## src/rtl/delta_emitter.sv

```systemverilog
// Accumulates per-cycle event counts and hands the pending total downstream
// as bounded deltas over a valid/ready beat interface.
module delta_emitter #(
   parameter int WIDTH     = 4,
   parameter int ACC_WIDTH = 8,
   parameter int TIMEOUT   = 16
) (
   input  logic                 clk_i,
   input  logic                 rst_ni,
   input  logic                 clear_i,
   input  logic                 en_i,
   input  logic [WIDTH-1:0]     inc_i,
   input  logic [WIDTH-1:0]     threshold_i,
   input  logic                 flush_i,
   output logic [WIDTH-1:0]     delta_o,
   output logic                 valid_o,
   input  logic                 ready_i,
   output logic [ACC_WIDTH-1:0] pending_o,
   output logic                 overflow_o
);

   localparam int TW = (TIMEOUT > 0) ? $clog2(TIMEOUT + 1) : 1;
   localparam int SW = ACC_WIDTH + 1;
   localparam logic [TW-1:0]        TLAST = (TIMEOUT > 0) ? TW'(TIMEOUT - 1) : '0;
   localparam logic [ACC_WIDTH-1:0] MAXD  = ACC_WIDTH'({WIDTH{1'b1}});

   logic [ACC_WIDTH-1:0] pending_q, pending_d;
   logic [WIDTH-1:0]     delta_q, delta_d;
   logic                 valid_q, valid_d;
   logic                 flush_q, flush_d;
   logic [TW-1:0]        timer_q, timer_d;
   logic                 overflow_q, overflow_d;

   logic [WIDTH-1:0] take, thr;
   logic [SW-1:0]    sum;
   logic             pend_nz, timeout_hit, trigger, slot_free, load, sat, drained;

   always_comb begin
      take        = (pending_q > MAXD) ? {WIDTH{1'b1}} : pending_q[WIDTH-1:0];
      thr         = (threshold_i == '0) ? WIDTH'(1) : threshold_i;
      pend_nz     = |pending_q;
      timeout_hit = (TIMEOUT != 0) && (timer_q == TLAST);
      trigger     = pend_nz && ((pending_q >= ACC_WIDTH'(thr)) || flush_q || timeout_hit);
      slot_free   = !valid_q || ready_i;
      load        = slot_free && trigger;
      sum         = {1'b0, pending_q} + (en_i ? SW'(inc_i) : '0) - (load ? SW'(take) : '0);
      sat         = sum[ACC_WIDTH];
      // flush is done once the accumulator is empty or this beat empties it
      drained     = !pend_nz || (load && (ACC_WIDTH'(take) == pending_q));

      pending_d  = sat ? '1 : sum[ACC_WIDTH-1:0];
      overflow_d = overflow_q | sat;
      flush_d    = flush_i | (flush_q & ~drained);
      timer_d    = timer_q;
      if (!pend_nz || load)    timer_d = '0;
      else if (timer_q != TLAST) timer_d = timer_q + TW'(1);
      delta_d = delta_q;
      valid_d = valid_q;
      if (load) begin
         delta_d = take;
         valid_d = 1'b1;
      end else if (slot_free) begin
         valid_d = 1'b0;
      end

      if (clear_i) begin
         pending_d  = '0;
         overflow_d = 1'b0;
         flush_d    = 1'b0;
         timer_d    = '0;
         delta_d    = '0;
         valid_d    = 1'b0;
      end
   end

   always_ff @(posedge clk_i or negedge rst_ni) begin
      if (!rst_ni) begin
         pending_q  <= '0;
         delta_q    <= '0;
         valid_q    <= 1'b0;
         flush_q    <= 1'b0;
         timer_q    <= '0;
         overflow_q <= 1'b0;
      end else begin
         pending_q  <= pending_d;
         delta_q    <= delta_d;
         valid_q    <= valid_d;
         flush_q    <= flush_d;
         timer_q    <= timer_d;
         overflow_q <= overflow_d;
      end
   end

   assign delta_o    = delta_q;
   assign valid_o    = valid_q;
   assign pending_o  = pending_q;
   assign overflow_o = overflow_q;

endmodule
```

## config.mk

```make
export PLATFORM = sky130hd
export DESIGN_NAME = delta_emitter
export DESIGN_NICKNAME = d
export VERILOG_FILES = /design/src/rtl/delta_emitter.sv
export SDC_FILE = /design/constraint.sdc
export NUM_CORES = 1
export LEC_CHECK = 0
export CAP_MARGIN = 20
export CORE_MARGIN = 2
export CORE_UTILIZATION = 40
export CTS_BUF_LIST = sky130_fd_sc_hd__clkbuf_4
export DETAILED_ROUTE_END_ITERATION = 12
export HOLD_SLACK_MARGIN = 0.15
export PLACE_DENSITY = 0.73
export SLEW_MARGIN = 20
export SYNTH_ARGS = -nofsm -noshare
export SYNTH_HDL_FRONTEND = slang
export SYNTH_SLANG_ARGS = --single-unit
```

## constraint.sdc

```tcl
create_clock -name clk_i -period 5.45 [get_ports clk_i]
set_clock_uncertainty 0.15 [all_clocks]
set_input_delay 1.09 -clock clk_i [delete_from_list [all_inputs] [get_ports clk_i]]
set_output_delay 1.09 -clock clk_i [all_outputs]
set_load 0.02 [all_outputs]
```

Word-level counts from Yosys, hierarchy flattened
Cells that the tools add are included.
{ "totals": {"ff_bits": 20, "inputBits": 14, "output_inout_bits": 14, "wordCells": 49} }
{ "classes": {"addsub": 3, "magnitude_cmp": 2, "n_eq_ne": 3, "mux": 16, "bitwise_logic": 4, "reduce_logical": 15} }
{ "op_table": {"columns": ["op", "count"], "rows": [
  ["two-way mux 4 bit", 6],
  ["two-way mux 8 bit", 2],
  ["two-way mux 5 bit", 3],
  ["adder 8 x 4 -> 9 bit", 1],
  ["subtractor 9 x 4 -> 9 bit", 1],
  ["== test 4 x 8 -> 1 bit", 1],
  ["greater-or-equal comparator 8 x 4 -> 1 bit", 1],
  ["> comparator 8 x 4 -> 1 bit, second input constant", 1],
  ["OR reduction 8 bit", 1],
  ["nonzero test 3 bit", 2],
  ["adder 5 x 1 -> 5 bit, second input constant", 1],
  ["== test 5 x 4 -> 1 bit, second input constant", 1],
  ["logical OR 1 bit", 5],
  ["two-way mux 1 bit", 5],
  ["!= test 5 x 4 -> 1 bit, second input constant", 1],
  ["logical NOT 4 bit", 1],
  ["logical AND 1 bit", 3],
  ["logical NOT 1 bit", 2],
  ["OR 1 bit", 2],
  ["nonzero test 2 bit", 1],
  ["bitwise AND 1 bit", 1],
  ["NOT 1 bit", 1]
]} }

Depth between registers and ports, before layout
Gate-level depths: netlist (run 1).
{ "logic_depth": {"depth_word": 13, "depth_mapped": 18} }

Worst setup path after synthesis (run 1)
No wires, ideal clock.
{ "synth_path": {"path_type": "in2reg", "startpoint": "in threshold_i[2]", "endpoint": "reg overflow_q (netlist: overflow_o)", "setup_ns": 0.140, "arrival_time_ns": 4.306, "required_time_ns": 5.160, "slack_ns": 0.853, "path_stages": 17, "cell_sequence": "inv_1 > a31o_2 > ha_1 > nor2b_1 > o21ai_0 > a32o_1 > buf_2 > nand2_1 > nor2_1 > fa_1 > inv_1 > fa_1 > a211oi_1 > o21ai_0 > o211ai_1 > xnor2_1 > a21oi_1"} }
{ "synth_between": {"elab_chain_cells": 11} }
{ "synth_lines": {"columns": ["element", "line", "rtl"], "rows": [
  ["from (decl)", "13", "input logic [WIDTH-1:0] threshold_i,"],
  ["logical NOT 4 bit", "40", "thr = (threshold_i == '0) ? WIDTH'(1) : threshold_i;"],
  ["two-way mux 4 bit (*)", "40", null],
  ["greater-or-equal comparator 8 x 4 -> 1 bit (*)", "43", "trigger = pend_nz && ((pending_q >= ACC_WIDTH'(thr)) || flush_q || timeout_hit);"],
  ["logical OR 1 bit (*) (2 in series)", "43", null],
  ["logical AND 1 bit (*)", "43", null],
  ["logical AND 1 bit (*)", "45", "load = slot_free && trigger;"],
  ["two-way mux 4 bit (*)", "46", "sum = {1'b0, pending_q} + (en_i ? SW'(inc_i) : '0) - (load ? SW'(take) : '0);"],
  ["subtractor 9 x 4 -> 9 bit (*)", "46", null],
  ["OR 1 bit (*)", "52", "overflow_d = overflow_q | sat;"],
  ["two-way mux 1 bit (*)", "66", "if (clear_i) begin"],
  ["net overflow_d", "32", "logic overflow_q, overflow_d;"],
  ["to (signal assigned)", "90", "overflow_q <= overflow_d;"],
  ["to (decl)", "32", null]
]} }
Mark *: on every way through the listed nets, which the timed path passes. The rest lies on a longest branch.
A chain may end at the register's enable or synchronous reset.

Worst setup path after layout (run 1)
{ "layout_path": {"startpoint": "in threshold_i[2]", "endpoint": "reg pending_q[0] (netlist: pending_o[0])"} }
{ "layout_between": {"elab_chain_cells": 11} }
{ "layout_lines": {"columns": ["element", "line", "rtl"], "rows": [
  ["logical NOT 4 bit", "40", null],
  ["two-way mux 4 bit (*)", "40", null],
  ["greater-or-equal comparator 8 x 4 -> 1 bit (*)", "43", null],
  ["logical OR 1 bit (*) (2 in series)", "43", null],
  ["logical AND 1 bit (*)", "43", null],
  ["logical AND 1 bit (*)", "45", null],
  ["two-way mux 4 bit (*)", "46", null],
  ["subtractor 9 x 4 -> 9 bit (*)", "46", null],
  ["two-way mux 8 bit (*)", "51", "pending_d = sat ? '1 : sum[ACC_WIDTH-1:0];"],
  ["two-way mux 8 bit (*)", "66", null],
  ["net pending_d[0]", "27", "logic [ACC_WIDTH-1:0] pending_q, pending_d;"],
  ["to (signal assigned)", "85", "pending_q <= pending_d;"],
  ["to (decl)", "27", null]
]} }
Marks and branches as above.

==> results of run 1 <==
-- layout make-up --
class	count	area (um^2)	share of cell area [%]
multi-input combinational	121	901	47.8
tap	48	60.1	3.19
inverter	25	93.8	4.98
clock inverter	1	30.0	1.59
timing repair buffer	28	278	14.7
sequential	20	500	26.5
clock buffer	3	22.5	1.19
-- flip-flops by register name (all words and copies together) (netlist names) --
register,count
pending_o,8
timer_q,5
valid_o,1
flush_q,1
overflow_o,1
delta_o,4
-- routing by layer --
metal  part of all wire [%]  wire [um]  track usage (%)
met1                     46       1430             20.6
met2                     49       1520             27.8
met3                    4.1        126             1.37
met4                   0.61         19             5.99
met5                      0          0                0
-- cells in the mapped netlist (all sizes together) --
master / n
a2111o: 1
a211o: 2
a211oi: 1
a21o: 3
a21oi: 20
a311oi: 4
a31o: 1
a31oi: 2
a32o: 1
a41o: 1
a41oi: 1
and3: 1
buf: 1
clkbuf: 3
dfrtp: 20
fa: 4
ha: 18
inv: 25
mux2i: 1
nand2: 11
nand2b: 2
nand3: 1
nand4b: 1
nor2: 19
nor2b: 4
nor4: 2
o211ai: 2
o21ai: 3
o21bai: 2
or2: 1
or3: 2
xnor2: 5
xor2: 5
-- worst max path at each step --
stage                         from            to  depth (start not counted)
finish              threshold_i[2]  pending_o[0]                         17
global route        threshold_i[2]  pending_o[0]                         17
CTS                 threshold_i[3]    overflow_o                         17
detailed placement  threshold_i[2]    overflow_o                         17
global placement    threshold_i[2]  pending_o[7]                         17
floorplan           threshold_i[2]    overflow_o                         17
-- where the power goes --
part | switching [mW] | internal, mW
logic | 0.512 | 0.415
clock network | 0.0466 | 0.0744
registers | 0.0543 | 0.199
-- layout by cell type (no fill, tap or decap), drive strengths merged, types with 3 or more instances in the layout --
master and instances:
fa 4, xnor2 5, nor2b 4, clkbuf 3
a311oi 4, nor2 19, xor2 5, dfrtp 20
a21oi 20, nand2 11, ha 18, a21o 3
inv 25, o21ai 3, clkdlybuf4s50 27
-- kinds of logic after synthesis --
group / synth area share (%)
multiplexers: 0.662
adder cells (fa/ha/maj): 20.2
AO/OA/AOI/OAI: 19.1
AND/OR/NAND/NOR: 13.8
flip-flops: 33.1
XOR/XNOR: 5.79
buffers and inverters: 7.28
-- critical path: stages --
cell	delay, ns
clkdlybuf4s50_1	0.45
inv_1	0.05
a31o_2	0.23
ha_1	0.26
nor2b_1	0.09
o21ai_0	0.12
a32o_1	0.28
nand2_1	0.12
nor2_1	0.09
fa_1	0.51
inv_1	0.07
fa_1	0.47
a211oi_1	0.31
o21ai_0	0.13
o211ai_1	0.12
xnor2_1	0.32
a21oi_1	0.15
-- through the flow --
stage | cells | util, % | hold slack [ns] | total power, mW | instance area (um^2)
after floorplan | 170 | - | 0.334 | 0.931 | 1510
after global placement | 242 | 50.4 | 0.347 | 1.17 | 1830
after detailed placement | 242 | 50.4 | 0.354 | 1.18 | 1830
after CTS | 246 | 51.9 | 0.383 | 1.31 | 1890
after global routing | 246 | 51.9 | 0.420 | 1.43 | 1890
final | 246 | 51.9 | 0.377 | 1.30 | 1890
==> flow_summary_export.csv, run 1 <==
group,metric,value,unit
status,status,"complete, no violations",
timing,maxClockFrequency,206,MHz
die,die-area,4290,um^2
yosys,synth_top_area_share,33.1,%
yosys,synth_nets,206,
timing,drv_slew,0,
die,die_w,65.5,um
timing,period_share,88.9,%
global_routing,grt_pass1_wl,5380,um
setup_path,r2r-end,"pending_o[0]",
pwr,peakVddDrop,0.000300,V
die,ios,28,
flow_run,max_cap_viol_count,0,
clock_network,tritoncts,"yes",
timing,setup_ws,0.606,ns
yosys,syn_inst,170,
global_routing,grt_use_total,16.0,%
clock_network,insertion_delay,0.31,ns
timing,hold_viol,0,
yosys,ys_ff_latch,20,
clock_network,cts.htree.levels,1,
clock_network,cts_resized,0,
timing,fin_crit,4.84,ns
global_routing,grt_overflow,0,
global_routing,grt_max_degree,21,
placed_design,dp_hpwl,2480,um
die,rows,22,
die,initial_utilization,41.6,%
clock_network,cts_made_buffers,3,
setup_path,r2r_slack,1.21,ns
clock_network,clkSinkCount,20,
clock_network,postCtsSetupBuffers,0,
finish,fillers,338,
yosys,synth-seq-area-share,33.1,%
setup_path,critPathKind,"primary input to flop",
setup_path,worst_r2r_path_depth,15,
timing,slew_headroom,43.6,%
routing,num_vias,1254,
routing,drtPass1Iterations,5,
placed_design,portBuffers,27,
finish,finalNetCount,235,
hold_path,worstHoldStart,"timer_q[4]",
timing,worstMarginPinSlew,0.843,ns
setup_path,cp.required,5.47,ns
routing,drt_iter0_drc,90,
yosys,ys_types,35,
die,core_area,3630,um^2
routing,wl,3100,um
pwr,power_density,690,nW/um^2
finish,final_layout_size_suffix_gt1_share,4.55,%
yosys,synth_top_area_cell,"dfrtp_1",
hold_path,min_path_type,"flop to flop",
routing,wl_per_cell,12.6,um
yosys,syn-cell-area,1510,um^2
timing,finalSetupTns,0,ns
setup_path,crit_fanout,8,
setup_path,cp-start-kind,"primary input",
clock_network,cts_hold_buf,0,
clock_network,cts_max_path_buffers,2,
clock_network,clk_pin_slew,0.12,ns
routing,avgViaCountPerCell,5.10,
yosys,avgSynthCellArea,8.89,um^2
hold_path,min_to,"timer_q[4]",
setup_path,end_kind,"flop",
yosys,synth_area_leaders,"dfrtp_1 (33%), ha_1 (15%), a21oi_1 (6.6%)",
finish,antenna_cells,0,
global_routing,antenna_found_initial,0,
setup_path,crit_arrival,4.86,ns
global_routing,first_global_vias,1217,
yosys,ys.warnings.count,0,
die,die_y,65.5,um
routing,drc,0,
finish,syn_to_final_growth,24.8,%
clock_network,cts_root_buf,"clkbuf_4",
hold_path,holdPathStages,2,
routing,ant_nets,0,
timing,rsz0062_at_grt,"false",
setup_path,r2r-start,"timer_q[0]",
timing,setup_viol,0,
placed_design,place.gp.congestion,0.866,
pwr,p_leak,0.913,nW
placed_design,dp_slack,0.253,ns
(Power assumes the default switching activity.)
==> run 2, diff against run 1 <==
--- a/config.mk
+++ b/config.mk
@@ -7,3 +7,3 @@
 export LEC_CHECK = 0
-export CAP_MARGIN = 20
+export CAP_MARGIN = 15
 export CORE_MARGIN = 2
==> constraint.sdc (replaced) <==
create_clock -name clk_i -period 5.45 [get_ports clk_i]
set_clock_uncertainty 0.15 [all_clocks]
set_input_delay 1.635 -clock clk_i [delete_from_list [all_inputs] [get_ports clk_i]]
set_output_delay 1.635 -clock clk_i [all_outputs]
set_load 0.02 [all_outputs]
==> run 2 against run 1 <==
Critical path depth is the same. Utilization grew 2.4 points. Register-to-register slack gained 0.17 ns. Total power grew 7.1%. Count of clock-buffer cells in the layout is the same. Sequential power is essentially flat. Non-clock buffer count grew 10. Final area grew 4.6%. Via count grew 1.8%. Sequential share of layout area shrank 1.2 points. Combinational power grew 10%. Largest cell class unchanged.
==> flow_summary_export.csv, run 2 (synthesized netlist as in run 1, its figures left out) <==
group,metric,value,unit
die,die_w,65.5,um
pwr,p_leak,0.970,nW
clock_network,clkSinkCount,20,
pwr,switching_share,45.5,%
pwr,seqPwrFrac,18.2,%
routing,avgViaCountPerCell,4.98,
finish,fin_cells,256,
clock_network,postCtsSetupBuffers,0,
setup_path,r2r-end,"pending_o[3]",
setup_path,crit_buf_inv,3,
clock_network,cts_root_buf,"clkbuf_4",
placed_design,portBuffers,27,
finish,antenna_cells,0,
die,initial_utilization,41.6,%
setup_path,worst_r2r_path_depth,15,
finish,final_common_cell,"clkdlybuf4s50_1",
pwr,p_int,0.758,mW
timing,drv_slew,0,
setup_path,critPathKind,"primary input to flop",
setup_path,r2r_slack,1.38,ns
setup_path,crit_arrival,5.20,ns
setup_path,slowest_delay,0.51,ns
routing,drtPass1Iterations,6,
timing,slew_headroom,43.3,%
pwr,power.switching,0.634,mW
finish,final_cell_mix,"clkdlybuf4s50_1 (27), inv_1 (25), a21oi_1 (20), dfrtp_1 (20), nor2_1 (19)",
status,status,"complete, no violations",
clock_network,cts_max_path_buffers,2,
routing,wl_per_cell,12.1,um
setup_path,startpoint,"threshold_i[2]",
routing,drc,0,
timing,setup_viol,0,
die,core_area,3630,um^2
pwr,peakVddDrop,0.000377,V
setup_path,cp_top_family,"compound AO/OA/AOI/OAI gates",
timing,setup_ws,0.266,ns
setup_path,r2r-start,"timer_q[0]",
global_routing,grt_overflow,0,
finish,fillers,338,
timing,finalSetupTns,0,ns
global_routing,grt_max_degree,21,
placed_design,place.gp.congestion,0.870,
flow_run,max_cap_viol_count,0,
placed_design,dp_slack,-0.213,ns
setup_path,crit_chain,"clkdlybuf4s50_1, inv_1, a31o_2, ha_1, nor2b_1, o21ai_0, a32o_1, nand2_1, nor2_1, fa_1, inv_1, fa_1, a211oi_2, o21ai_0, o211ai_1, xnor2_2, a21oi_1",
clock_network,insertion_delay,0.31,ns
timing,hold_viol,0,
finish,postLayoutCoreUtil,54.3,%
clock_network,cts_hold_buf,0,
pwr,combPwrFrac,73.1,%
placed_design,post-place-cells,252,
routing,drt_iter0_drc,42,
routing,num_vias,1276,
global_routing,grt_pass1_wl,5350,um
finish,syn_to_final_growth,30.5,%
die,die-area,4290,um^2
finish,finalNetCount,245,
hold_path,min_to,"timer_q[4]",
finish,largest_register_ffs,8,
setup_path,cp-start-kind,"primary input",
clock_network,cts_made_buffers,3,
global_routing,antenna_found_initial,0,
clock_network,tritoncts,"yes",
finish,multi_input_area,913,um^2
timing,fin_crit,5.18,ns
timing,worstMarginPinSlew,0.848,ns
die,ios,28,
die,die_y,65.5,um
global_routing,grt_use_total,16.1,%
finish,regArea,500,um^2
placed_design,dp_hpwl,2520,um
hold_path,worstHoldStart,"timer_q[4]",
clock_network,clk_pin_slew,0.12,ns
pwr,power_density,706,nW/um^2
routing,wl,3110,um
die,rows,22,
pwr,clkPwrFrac,8.7,%
setup_path,crit_fanout,8,
hold_path,min_path_type,"flop to flop",
timing,rsz0062_at_grt,"false",
finish,final_layout_size_suffix_gt1_share,10.1,%
timing,period_share,95.1,%
timing,maxClockFrequency,193,MHz
hold_path,holdPathStages,2,
global_routing,first_global_vias,1276,
clock_network,cts.htree.levels,1,
setup_path,crit_slowest_cell,"fa_1",
setup_path,cp.required,5.46,ns
setup_path,end_kind,"flop",
routing,ant_nets,0,
==> run 2: changes by cell type in the layout (fill, tap and decap cells not counted), sizes merged <==
cell  delta
buf     +10
==> run 2: power by group through the flow <==
stage | clock network (mW) | registers, mW | logic (mW)
2_1_floorplan | 0 | 0.296 | 0.635
3_3_place_gp | 0 | 0.254 | 0.980
3_5_place_dp | 0 | 0.254 | 0.997
4_1_cts | 0.123 | 0.252 | 1.00
5_1_grt | 0.129 | 0.259 | 1.16
6_report | 0.121 | 0.253 | 1.02
==> run 2: worst max path at each step <==
stage | cells past startpoint | endpoint
2_1_floorplan | 17 | overflow_o
3_3_place_gp | 17 | overflow_o
3_5_place_dp | 17 | pending_o[7]
4_1_cts | 17 | pending_o[3]
5_1_grt | 17 | pending_o[0]
6_report | 17 | pending_o[3]
==> run 2: repair_timing <==
| item | CTS | global route |
|---|---|---|
| resized for setup | 0 | 2 |
| endpoints found under the hold margin | 0 | 0 |
| setup endpoints to repair | 0 | 8 |
==> run 2: area by class of cell <==
class	instances	share of cell area (%)
Multi-Input combinational cell	121	46.3
Sequential cell	20	25.4
Timing Repair Buffer	38	17.9
Inverter	25	4.76
Tap cell	48	3.04
Clock inverter	1	1.52
Clock buffer	3	1.14
==> run 2: per-stage QoR <==
stage                     total power, mW  hold slack [ns]  instance area (um^2)
final                                1.39            0.377                  1970
after global routing                 1.54            0.417                  1970
after CTS                            1.38            0.383                  1960
after detailed placement             1.25            0.355                  1910
after global placement               1.23            0.346                  1910
after floorplan                     0.931            0.334                  1510
==> run 2: per-layer routing <==
metal | GRT usage (%) | wire length (um) | vias to the layer above | part of all wire (%)
met4 | 8.33 | 44 | 0 | 1.4
met2 | 27.9 | 1520 | 21 | 49
met1 | 19.5 | 1470 | 590 | 47
met3 | 1.88 | 77 | 6 | 2.5
met5 | 0 | 0 | - | 0
li1 | - | - | 659 | -
==> run 2: worst register-to-register path, cell delays in order (launching register included) <==
cell and delay, ns:
dfrtp_1 0.43, ha_1 0.22, and3_1 0.18, ha_1 0.28, a2111o_1 0.35, a32o_1 0.24
nand2_1 0.08, nor2_1 0.08, fa_1 0.51, inv_1 0.07, fa_1 0.45, a211oi_2 0.26
o21ai_0 0.12, o211ai_1 0.15, xnor2_2 0.22, a21oi_1 0.13
